==> src/rtl/decode_branch_ctrl_pkg.sv <==
// Shared opcode/func encodings, ALU/dsize/fpoint codes and the decoded-control payload
// for the DLX decode-stage controller (FP decode gated by FPU_DECODE_EN).
package decode_branch_ctrl_pkg;

  localparam int unsigned XLEN = 32;
  localparam int unsigned RW   = 5;
  localparam int unsigned OPW  = 6;
  localparam int unsigned ALUW = 4;

  // Primary opcodes
  localparam logic [OPW-1:0] OP_RTYPE  = 6'h00;
  localparam logic [OPW-1:0] OP_FRTYPE = 6'h01;
  localparam logic [OPW-1:0] OP_J      = 6'h02;
  localparam logic [OPW-1:0] OP_JAL    = 6'h03;
  localparam logic [OPW-1:0] OP_BEQZ   = 6'h04;
  localparam logic [OPW-1:0] OP_BNEZ   = 6'h05;
  localparam logic [OPW-1:0] OP_BFPT   = 6'h06;
  localparam logic [OPW-1:0] OP_BFPF   = 6'h07;
  localparam logic [OPW-1:0] OP_ADDI   = 6'h08;
  localparam logic [OPW-1:0] OP_ADDUI  = 6'h09;
  localparam logic [OPW-1:0] OP_SUBI   = 6'h0A;
  localparam logic [OPW-1:0] OP_SUBUI  = 6'h0B;
  localparam logic [OPW-1:0] OP_ANDI   = 6'h0C;
  localparam logic [OPW-1:0] OP_ORI    = 6'h0D;
  localparam logic [OPW-1:0] OP_XORI   = 6'h0E;
  localparam logic [OPW-1:0] OP_LHI    = 6'h0F;
  localparam logic [OPW-1:0] OP_RFE    = 6'h10;
  localparam logic [OPW-1:0] OP_TRAP   = 6'h11;
  localparam logic [OPW-1:0] OP_JR     = 6'h12;
  localparam logic [OPW-1:0] OP_JALR   = 6'h13;
  localparam logic [OPW-1:0] OP_SLLI   = 6'h14;
  localparam logic [OPW-1:0] OP_NOP    = 6'h15;
  localparam logic [OPW-1:0] OP_SRLI   = 6'h16;
  localparam logic [OPW-1:0] OP_SRAI   = 6'h17;
  localparam logic [OPW-1:0] OP_SEQI   = 6'h18;
  localparam logic [OPW-1:0] OP_SGEI   = 6'h1D;
  localparam logic [OPW-1:0] OP_LB     = 6'h20;
  localparam logic [OPW-1:0] OP_LH     = 6'h21;
  localparam logic [OPW-1:0] OP_LW     = 6'h23;
  localparam logic [OPW-1:0] OP_LBU    = 6'h24;
  localparam logic [OPW-1:0] OP_LHU    = 6'h25;
  localparam logic [OPW-1:0] OP_LF     = 6'h26;
  localparam logic [OPW-1:0] OP_LD     = 6'h27;
  localparam logic [OPW-1:0] OP_SB     = 6'h28;
  localparam logic [OPW-1:0] OP_SH     = 6'h29;
  localparam logic [OPW-1:0] OP_SW     = 6'h2B;
  localparam logic [OPW-1:0] OP_SF     = 6'h2E;
  localparam logic [OPW-1:0] OP_SD     = 6'h2F;

  // R-type function codes
  localparam logic [5:0] F_SLL  = 6'h04;
  localparam logic [5:0] F_SRL  = 6'h06;
  localparam logic [5:0] F_SRA  = 6'h07;
  localparam logic [5:0] F_ADD  = 6'h20;
  localparam logic [5:0] F_ADDU = 6'h21;
  localparam logic [5:0] F_SUB  = 6'h22;
  localparam logic [5:0] F_SUBU = 6'h23;
  localparam logic [5:0] F_AND  = 6'h24;
  localparam logic [5:0] F_OR   = 6'h25;
  localparam logic [5:0] F_XOR  = 6'h26;
  localparam logic [5:0] F_SEQ  = 6'h28;
  localparam logic [5:0] F_SGE  = 6'h2D;

  // ALU operation codes; set-compares occupy 8..13 in SEQ,SNE,SLT,SGT,SLE,SGE order
  localparam logic [ALUW-1:0] ALU_ADD = 4'd0;
  localparam logic [ALUW-1:0] ALU_SUB = 4'd1;
  localparam logic [ALUW-1:0] ALU_AND = 4'd2;
  localparam logic [ALUW-1:0] ALU_OR  = 4'd3;
  localparam logic [ALUW-1:0] ALU_XOR = 4'd4;
  localparam logic [ALUW-1:0] ALU_SLL = 4'd5;
  localparam logic [ALUW-1:0] ALU_SRL = 4'd6;
  localparam logic [ALUW-1:0] ALU_SRA = 4'd7;
  localparam logic [ALUW-1:0] ALU_SEQ = 4'd8;
  localparam logic [ALUW-1:0] ALU_LHI = 4'd14;

  localparam logic [1:0] DSIZE_B = 2'b00;
  localparam logic [1:0] DSIZE_H = 2'b01;
  localparam logic [1:0] DSIZE_W = 2'b10;
  localparam logic [1:0] DSIZE_D = 2'b11;

  localparam logic [1:0] FP_INT    = 2'b00;
  localparam logic [1:0] FP_SINGLE = 2'b01;
  localparam logic [1:0] FP_DOUBLE = 2'b10;

  typedef struct packed {
    logic            valid;
    logic [ALUW-1:0] op;
  } alu_map_t;

  typedef struct packed {
    logic            regdst;
    logic            alusrc;
    logic            mem2reg;
    logic            regwrite;
    logic            memwrite;
    logic            loadext;
    logic            jump;
    logic            jal;
    logic            jar;
    logic            brnch;
    logic            br_nz;
    logic            imm_zext;
    logic [ALUW-1:0] aluctrl;
    logic [1:0]      dsize;
    logic [1:0]      fpoint;
  } ctrl_t;

  // R-type function field to ALU operation; valid=0 marks an unsupported func
  function automatic alu_map_t func_alu(input logic [5:0] f);
    alu_map_t m;
    m = '0;
    case (f) inside
      F_ADD, F_ADDU: m = '{valid: 1'b1, op: ALU_ADD};
      F_SUB, F_SUBU: m = '{valid: 1'b1, op: ALU_SUB};
      F_AND:         m = '{valid: 1'b1, op: ALU_AND};
      F_OR:          m = '{valid: 1'b1, op: ALU_OR};
      F_XOR:         m = '{valid: 1'b1, op: ALU_XOR};
      F_SLL:         m = '{valid: 1'b1, op: ALU_SLL};
      F_SRL:         m = '{valid: 1'b1, op: ALU_SRL};
      F_SRA:         m = '{valid: 1'b1, op: ALU_SRA};
      [F_SEQ:F_SGE]: m = '{valid: 1'b1, op: ALU_SEQ + ALUW'(f - F_SEQ)};
      default:       m = '0;
    endcase
    return m;
  endfunction

endpackage

==> src/rtl/decode_branch_ctrl_decode_ctrl_table.sv <==
// Combinational opcode/func to control-strobe decoder for the DLX decode stage.
// FP opcodes decode only when FPU_DECODE_EN is defined; otherwise they behave as NOP.
module decode_ctrl_table
  import decode_branch_ctrl_pkg::*;
(
  input  logic [OPW-1:0] opcode,
  input  logic [5:0]     func,
  output ctrl_t          ctrl
);

  alu_map_t rmap;

  always_comb begin
    rmap = func_alu(func);
    ctrl = '0;
    case (opcode) inside
      OP_RTYPE: begin
        if (rmap.valid) begin
          ctrl.regdst   = 1'b1;
          ctrl.regwrite = 1'b1;
          ctrl.aluctrl  = rmap.op;
        end
      end
      OP_J: ctrl.jump = 1'b1;
      OP_JR: begin
        ctrl.jump = 1'b1;
        ctrl.jar  = 1'b1;
      end
      OP_JAL, OP_JALR: begin
        // Link writes the return address into R31
        ctrl.jump     = 1'b1;
        ctrl.jal      = 1'b1;
        ctrl.jar      = opcode[4];
        ctrl.regdst   = 1'b1;
        ctrl.regwrite = 1'b1;
      end
      OP_BEQZ, OP_BNEZ: begin
        ctrl.brnch = 1'b1;
        ctrl.br_nz = opcode[0];
      end
      OP_ADDI, OP_ADDUI, OP_SUBI, OP_SUBUI, OP_ANDI, OP_ORI, OP_XORI, OP_LHI,
      OP_SLLI, OP_SRLI, OP_SRAI, [OP_SEQI:OP_SGEI]: begin
        ctrl.regwrite = 1'b1;
        ctrl.alusrc   = 1'b1;
        case (opcode) inside
          OP_ADDI, OP_ADDUI: ctrl.aluctrl = ALU_ADD;
          OP_SUBI, OP_SUBUI: ctrl.aluctrl = ALU_SUB;
          OP_ANDI:           ctrl.aluctrl = ALU_AND;
          OP_ORI:            ctrl.aluctrl = ALU_OR;
          OP_XORI:           ctrl.aluctrl = ALU_XOR;
          OP_LHI:            ctrl.aluctrl = ALU_LHI;
          OP_SLLI:           ctrl.aluctrl = ALU_SLL;
          OP_SRLI:           ctrl.aluctrl = ALU_SRL;
          OP_SRAI:           ctrl.aluctrl = ALU_SRA;
          default:           ctrl.aluctrl = ALU_SEQ + ALUW'(opcode - OP_SEQI);
        endcase
        // Unsigned, logical, shift and LHI immediates are zero-extended
        ctrl.imm_zext = (opcode == OP_ADDUI) || (opcode == OP_SUBUI) ||
                        (opcode == OP_ANDI)  || (opcode == OP_ORI)   ||
                        (opcode == OP_XORI)  || (opcode == OP_LHI)   ||
                        (opcode == OP_SLLI)  || (opcode == OP_SRLI)  ||
                        (opcode == OP_SRAI);
      end
      OP_LB, OP_LH, OP_LW, OP_LBU, OP_LHU: begin
        ctrl.mem2reg  = 1'b1;
        ctrl.regwrite = 1'b1;
        ctrl.alusrc   = 1'b1;
        ctrl.aluctrl  = ALU_ADD;
        ctrl.loadext  = (opcode == OP_LB) || (opcode == OP_LH);
        case (opcode)
          OP_LB, OP_LBU: ctrl.dsize = DSIZE_B;
          OP_LH, OP_LHU: ctrl.dsize = DSIZE_H;
          default:       ctrl.dsize = DSIZE_W;
        endcase
      end
      OP_SB, OP_SH, OP_SW: begin
        ctrl.memwrite = 1'b1;
        ctrl.alusrc   = 1'b1;
        ctrl.aluctrl  = ALU_ADD;
        case (opcode)
          OP_SB:   ctrl.dsize = DSIZE_B;
          OP_SH:   ctrl.dsize = DSIZE_H;
          default: ctrl.dsize = DSIZE_W;
        endcase
      end
`ifdef FPU_DECODE_EN
      OP_FRTYPE: begin
        ctrl.regdst   = 1'b1;
        ctrl.regwrite = 1'b1;
        ctrl.fpoint   = func[0] ? FP_DOUBLE : FP_SINGLE;
      end
      OP_BFPT, OP_BFPF: begin
        // FP branches test the inverse polarity of BEQZ/BNEZ on opcode bit 0
        ctrl.brnch = 1'b1;
        ctrl.br_nz = ~opcode[0];
      end
      OP_LF, OP_LD: begin
        ctrl.mem2reg  = 1'b1;
        ctrl.regwrite = 1'b1;
        ctrl.alusrc   = 1'b1;
        ctrl.aluctrl  = ALU_ADD;
        ctrl.fpoint   = opcode[0] ? FP_DOUBLE : FP_SINGLE;
        ctrl.dsize    = opcode[0] ? DSIZE_D : DSIZE_W;
      end
      OP_SF, OP_SD: begin
        ctrl.memwrite = 1'b1;
        ctrl.alusrc   = 1'b1;
        ctrl.aluctrl  = ALU_ADD;
        ctrl.fpoint   = opcode[0] ? FP_DOUBLE : FP_SINGLE;
        ctrl.dsize    = opcode[0] ? DSIZE_D : DSIZE_W;
      end
`endif
      default: ctrl = '0;
    endcase
  end

endmodule

==> src/rtl/decode_branch_ctrl.sv <==
// DLX decode-stage controller: IF/ID latch, control decode, ID-stage branch resolution.
// Defining FPU_DECODE_EN enables FP R-type, FP branch and FP load/store decode.
module decode_branch_ctrl
  import decode_branch_ctrl_pkg::*;
(
  input  logic            clk,
  input  logic            rst,
  input  logic            stall,
  input  logic [XLEN-1:0] inst_in,
  input  logic [XLEN-1:0] delay_in,
  input  logic [XLEN-1:0] delay2_in,
  input  logic [XLEN-1:0] rs1_data,
  input  logic [XLEN-1:0] prior_alu,
  input  logic [XLEN-1:0] wb_data,
  input  logic [1:0]      fwd_sel_a,
  output logic [XLEN-1:0] instruction,
  output logic [XLEN-1:0] delay2_out,
  output logic [XLEN-1:0] imm32,
  output logic [XLEN-1:0] branch_target,
  output logic [XLEN-1:0] jump_target,
  output logic            branch,
  output logic            jump,
  output logic            jal,
  output logic            jar,
  output logic            regdst,
  output logic            alusrc,
  output logic            mem2reg,
  output logic            regwrite,
  output logic            memwrite,
  output logic            loadext,
  output logic [ALUW-1:0] aluctrl,
  output logic [1:0]      fpoint_out,
  output logic [1:0]      dsize,
  output logic [RW-1:0]   rs1,
  output logic [RW-1:0]   rs2,
  output logic [RW-1:0]   destreg
);

  logic [XLEN-1:0] delay_q;
  logic [XLEN-1:0] delay2_q;
  logic [XLEN-1:0] operand;
  logic [RW-1:0]   rd;
  logic            zero;
  ctrl_t           ctrl;

  // IF/ID latch; reset wins over stall
  always_ff @(posedge clk) begin
    if (rst) begin
      instruction <= '0;
      delay_q     <= '0;
      delay2_q    <= '0;
    end else if (!stall) begin
      instruction <= inst_in;
      delay_q     <= delay_in;
      delay2_q    <= delay2_in;
    end
  end

  decode_ctrl_table u_table (
    .opcode (instruction[31:26]),
    .func   (instruction[5:0]),
    .ctrl   (ctrl)
  );

  // Compare operand forwarding mux
  always_comb begin
    operand = '0;
    case (fwd_sel_a)
      2'd0:    operand = rs1_data;
      2'd1:    operand = prior_alu;
      2'd2:    operand = wb_data;
      default: operand = '0;
    endcase
  end

  assign zero   = (operand == '0);
  assign branch = ctrl.brnch & (ctrl.br_nz ? ~zero : zero);

  assign imm32 = ctrl.imm_zext ? {16'h0000, instruction[15:0]}
                               : {{16{instruction[15]}}, instruction[15:0]};

  // Target adders wrap modulo 2^32
  assign branch_target = delay_q + {imm32[XLEN-1:2], 2'b00};
  assign jump_target   = delay_q + {{6{instruction[25]}}, instruction[25:2], 2'b00};

  assign rs1     = instruction[25:21];
  assign rs2     = instruction[20:16];
  assign rd      = ctrl.jal ? RW'(31) : instruction[15:11];
  assign destreg = ctrl.regdst ? rd : rs2;

  assign delay2_out = delay2_q;
  assign jump       = ctrl.jump;
  assign jal        = ctrl.jal;
  assign jar        = ctrl.jar;
  assign regdst     = ctrl.regdst;
  assign alusrc     = ctrl.alusrc;
  assign mem2reg    = ctrl.mem2reg;
  assign regwrite   = ctrl.regwrite;
  assign memwrite   = ctrl.memwrite;
  assign loadext    = ctrl.loadext;
  assign aluctrl    = ctrl.aluctrl;
  assign fpoint_out = ctrl.fpoint;
  assign dsize      = ctrl.dsize;

endmodule

==> config.mk <==
export PLATFORM = sky130hd
export DESIGN_NAME = decode_branch_ctrl
export DESIGN_NICKNAME = d
export VERILOG_FILES = /design/src/rtl/decode_branch_ctrl_pkg.sv /design/src/rtl/decode_branch_ctrl_decode_ctrl_table.sv /design/src/rtl/decode_branch_ctrl.sv
export SDC_FILE = /design/constraint.sdc
export NUM_CORES = 1
export LEC_CHECK = 0
export ABC_AREA = 1
export BUFFER_PORTS_ARGS = -buffer_cell sky130_fd_sc_hd__buf_4
export CORE_AREA = 2 2 150 152
export CTS_CLUSTER_SIZE = 25
export DETAILED_ROUTE_END_ITERATION = 10
export DIE_AREA = 0 0 152 154
export PLACE_DENSITY = 0.76
export SYNTH_ARGS = -nofsm -noshare
export SYNTH_HDL_FRONTEND = slang
export SYNTH_HIERARCHICAL = 1
export SYNTH_SLANG_ARGS = --single-unit
==> constraint.sdc <==
create_clock -name clk -period 2.53 [get_ports clk]
set_input_delay 0.3795 -clock clk [delete_from_list [all_inputs] [get_ports clk]]
set_output_delay 0.3795 -clock clk [all_outputs]
set_load 0.05 [all_outputs]
* Word level (Yosys, flattened, before mapping)
Index checks and enable logic that the tools add are counted.
** Word-level totals
- Output and inout bits :: 193
- Input bits :: 197
- Word-level logic and storage cells :: 176
- Register bits after elaboration :: 96
** Operators by class
- Eq/ne operators :: 37
- Bitwise operators :: 2
- Multiplexer cells :: 99
- $add $sub $neg :: 6
- Reduce and logical (&&, ||, !) cells :: 25
- Order comparisons :: 4
** Operator list (number)
- case mux 32 bit (3 select lines) :: 1
- equality test 6 bit (second input constant) :: 15
- adder 32 bit :: 2
- two-way mux 4 bit :: 16
- two-way mux 1 bit :: 55
- two-way mux 5 bit :: 11
- equality test 6 x 4 -> 1 bit (second input constant) :: 8
- zero test 32 bit :: 1
- two-way mux 32 bit :: 1
- equality test 6 x 3 -> 1 bit (second input constant) :: 5
- equality test 6 x 5 -> 1 bit (second input constant) :: 5
- two-way mux 2 bit :: 13
- OR reduction 2 bit :: 8
- equality test 6 x 2 -> 1 bit (second input constant) :: 2
- OR reduction 12 bit :: 1
- logical OR 1 bit :: 9
- adder 4 bit (first input constant) :: 2
- case mux 2 bit (2 select lines) :: 2
- subtractor 4 bit (second input constant) :: 2
- >= comparator 6 x 5 -> 1 bit (second input constant) :: 1
- >= comparator 6 bit (second input constant) :: 1
- less-or-equal comparator 6 x 5 -> 1 bit (second input constant) :: 1
- less-or-equal comparator 6 bit (second input constant) :: 1
- zero test 6 bit :: 1
- other kinds (8) :: 9

* Longest topological paths before layout
- Depth in word-level cells :: 17
- Gate-level depth with buffers :: 19
- Depth with buffers taken out :: 17

* Modules after synthesis
Netlist, hierarchy kept.
** By module, submodules not included
- decode_branch_ctrl :: cells an instance 1154, area each 7244.4 um^2, seq. area each 1921.8 um^2, times used 1
- decode_ctrl_table :: cells an instance 109, area each 515.5 um^2, seq. area each 0.0 um^2, times used 1

* Worst setup path before layout
No wires, ideal clock.
- Kind :: reg-to-output
- Start point :: register instruction[28]
- End point :: output port branch_target[23]
- Arrival time :: 3.976 ns
- Buffers on the path :: 0
- Slack :: -1.826 ns
- Data required time :: 2.151 ns
- Cell stages (with the launch flop) :: 13
- Cell sequence :: dfxtp_1 -> nor2_1 -> nand2_1 -> o221ai_1 -> nor2_1 -> nand2_1 -> nand2_4 -> nor2_4 -> nand2_2 -> inv_1 -> nand2_1 -> nand3_1 -> xnor2_1
** RTL lines
- from (decl) :: line decode_branch_ctrl.sv:16 : output logic [XLEN-1:0] instruction,
- from (signal assigned) :: line decode_branch_ctrl.sv:53 : instruction <= inst_in;
- to (decl) :: line decode_branch_ctrl.sv:19 : output logic [XLEN-1:0] branch_target,

==> summary.md <==
| Metric | Value |
|---|---|
| Status | `complete, but fails checks` |
| Failing checks | `negative setup slack` |
| Register share of total power | `26.6%` |
| Die Wd | `152 µm` |
| Max Slew Vio Count | `0` |
| Hold_buf cts | `0` |
| Worst-margin pin slew | `0.5605 ns` |
| Multi-input gate area | `0.006715 mm²` |
| Critical Path End Type | `output pin` |
| Most frequent cells in the layout | `472 x buf_4, 322 x nand2_1, 117 x nor2_1` |
| Post-synth EDFFs | `0` |
| Area growth syn-to-layout | `82.52%` |
| Total vias in the final route | `10270` |
| Post-route DRC | `0` |
| Sequential area share after synthesis | `24.77%` |
| Clk buf depth | `2` |
| Post-route ant nets | `0` |
| Avg WL per Cell | `17.93 µm` |
| P_int | `3.600 mW` |
| Final core utilization | `65.31%` |
| Vias per inst | `5.137` |
| CTS root buffer | `clkbuf_16` |
| Sw frac | `43.81%` |
| Synth Instances | `1263` |
| VDD IR max | `0.3324 mV` |
| RSZ-0062 raised after global routing | `true` |
| Post-Syn Area | `0.007760 mm²` |
| Vias in the first global route | `9595` |
| DR iter-0 viols | `780` |
| Final worst setup slack | `-0.4936 ns` |
| Crit path DAT | `2.64 ns` |
| DP Worst Slack | `-0.1355 ns` |
| Die Area | `0.02341 mm²` |
| Post-synthesis register bit count | `96` |
| Core area | `0.02169 mm²` |
| Nets@finish | `1942` |
| Initial Util | `35.78%` |
| Cells after DPL | `1947` |
| Port bufs | `387` |
| CTS tree | `yes` |
| Num CTS Buffers | `9` |
| Final setup fails | `38` |
| Switching power | `2.807 mW` |
| Register Area | `0.002027 mm²` |
| CTS sink cnt | `96` |
| First-pass GRT wire length | `52060 µm` |
| Row count | `54` |
| Max-slew headroom | `62.58%` |
| Fin cells | `1999` |
| HPWL Detailed | `26690 µm` |
| Final-report hold violation count | `0` |
| Clock transition at path regs | `0.08 ns` |
| Pwr Total | `6.407 mW` |
| Pre-antenna DRT Iters | `5` |
| Worst Skew | `0 ns` |
| Layout cells sized above 1 | `53.17%` |
| Tmin final | `3.024 ns` |
| Final period util | `119.5%` |
| Yosys top cell area share | `24.77%` |
| Areal power density over the cells | `452.4 mW/mm²` |
| I/O pin total | `390` |
| Synthesized area per cell | `6.144 µm²` |
| Congestion Overflow GR | `0` |
| Synth area leader | `dfxtp_1` |
| Critical path startpoint category | `flop` |
| Combinational power share | `51.7%` |
| Ant diodes | `0` |
| Hold_ws | `0.2693 ns` |
| Top_reg_cell synth | `dfxtp_1` |
| Largest cells by area after synthesis | `dfxtp_1 25%, nand2_1 19%, a21oi_1 8.2%, nor2_1 7.3%, buf_4 6.0%` |
| H-tree Lvls | `3` |
| Fill count | `1774` |
| CP max FO | `15` |
| Routability cong. | `0.9476` |
| Largest net degree at the start of global routing | `112` |
| Peak Freq | `0.3307 GHz` |
| Routed WL | `35850 µm` |
| Clock share of power | `21.7%` |
| Gr usage total | `27.79%` |
| Die Y | `154 µm` |
| Worst skew pair latency | `0.35 ns` |
| Most common cell after layout, fill and taps aside | `buf_4` |
| Synth async-reset ratio | `0%` |
| Type of the worst min-delay path | `in2reg` |
| Worst EP required | `2.15 ns` |
| Synth unique cells | `45` |
| Maximum Capacitance Violations | `0` |
| YS warnings | `6` |
| Antenna violations before repair | `0` |
| Leak | `6.808 nW` |
| Crit Path Category | `reg2out` |
path summary, 6_finish.rpt:
| check | cells after the start | to | slack, ns | from |
|---|---|---|---|---|
| worst min register to register | 2 | delay2_out[15]$_SDFFE_PP0N_ | 0.47 | delay2_out[15]$_SDFFE_PP0N_ |
| worst max register to register | 2 | delay_q[24]$_SDFFE_PP0N_ | 1.56 | delay_q[24]$_SDFFE_PP0N_ |
| worst min-delay path | 3 | instruction[22]$_SDFFE_PP0N_ | 0.27 | inst_in[22] |
| worst max-delay path | 13 | branch_target[30] | -0.49 | instruction[31]$_SDFFE_PP0N_ |
cells in the mapped netlist (2+ instances only):
master / count
xor2_1: 20
o21ai_0: 17
nor3_1: 18
inv_1: 102
nand3_1: 60
a21oi_1: 127
nand3_2: 6
a21o_1: 2
xnor2_1: 12
o21ai_1: 4
nand4_1: 14
buf_6: 3
o211ai_1: 4
a211oi_1: 16
clkbuf_1: 32
nor2_4: 6
dfxtp_1: 96
nor4_1: 3
o21bai_1: 3
nor2_2: 13
inv_2: 8
nand2_4: 5
nand3b_1: 3
o21a_1: 2
buf_4: 62
nor2_1: 150
a41oi_1: 10
nand2_1: 399
nand2_2: 21
ha_1: 30
registers in the layout, indices dropped and copies added, names as in the netlist:
name	flops
delay2_out	32
delay_q	32
instruction	32
cell type report:
| class | instances | share of cell area [%] |
|---|---|---|
| sequential | 96 | 14.31 |
| inverter | 111 | 3.083 |
| clock inverter | 5 | 0.3269 |
| tap | 280 | 2.473 |
| clock buffer | 11 | 1.784 |
| multi-input combinational | 959 | 47.41 |
| timing repair buffer | 537 | 30.61 |
critical path, cell delays in order, from the launching register on:
cell and delay, ns:
dfxtp_4 0.36, nor2_4 0.16, nand2_2 0.10, o221ai_4 0.25, inv_6 0.13, nand2_8 0.14
buf_4 0.14, buf_4 0.14, a41oi_1 0.07, buf_4 0.19, a21oi_2 0.20, nand4_1 0.18
nand2_4 0.09, buf_6 0.15
metal layers:
metal	routed length, µm	global-route usage [%]	vias to the layer above
met5	0	0	-
met4	909	8.144	0
met3	2479	5.073	68
li1	-	-	4901
met1	15090	36.56	4786
met2	17370	46.59	514
cell families (layout without fill, tap and decap cells):
family          count (synthesis)  count (layout)  synth area share (%)
fa+ha+maj                      31              31                 5.095
flops                          96              96                 24.77
simple gates                  703             704                 38.99
xor+xnor                       32              32                 3.612
buf+inv                       210             664                 13.67
compound gates                190             190                 13.82
other cells                     1               2               0.04833
power by group through the flow:
stage / registers (mW) / clock network (mW) / logic (mW)
final: 1.70 / 1.39 / 3.31
after global routing: 1.71 / 1.49 / 3.46
after CTS: 1.70 / 1.44 / 3.12
after detailed placement: 1.72 / 0 / 2.90
after global placement: 1.71 / 0 / 2.88
after floorplan: 1.89 / 0 / 1.76
per-stage QoR:
stage	setup TNS, ns	area [µm²]
after floorplan	-0.7344	8564
after global placement	-0.3803	12060
after detailed placement	-1.059	12060
after CTS	-7.342	13350
after global routing	-11.76	14160
final	-7.540	14160
timing repair:
action                                  4_1_cts  5_1_grt
gates resized for setup                     220      156
pin swaps                                    37       74
endpoints found under the setup margin       53       54
setup buffers                                 7       32
gates cloned                                  1        0
(Power assumes the default switching activity.)
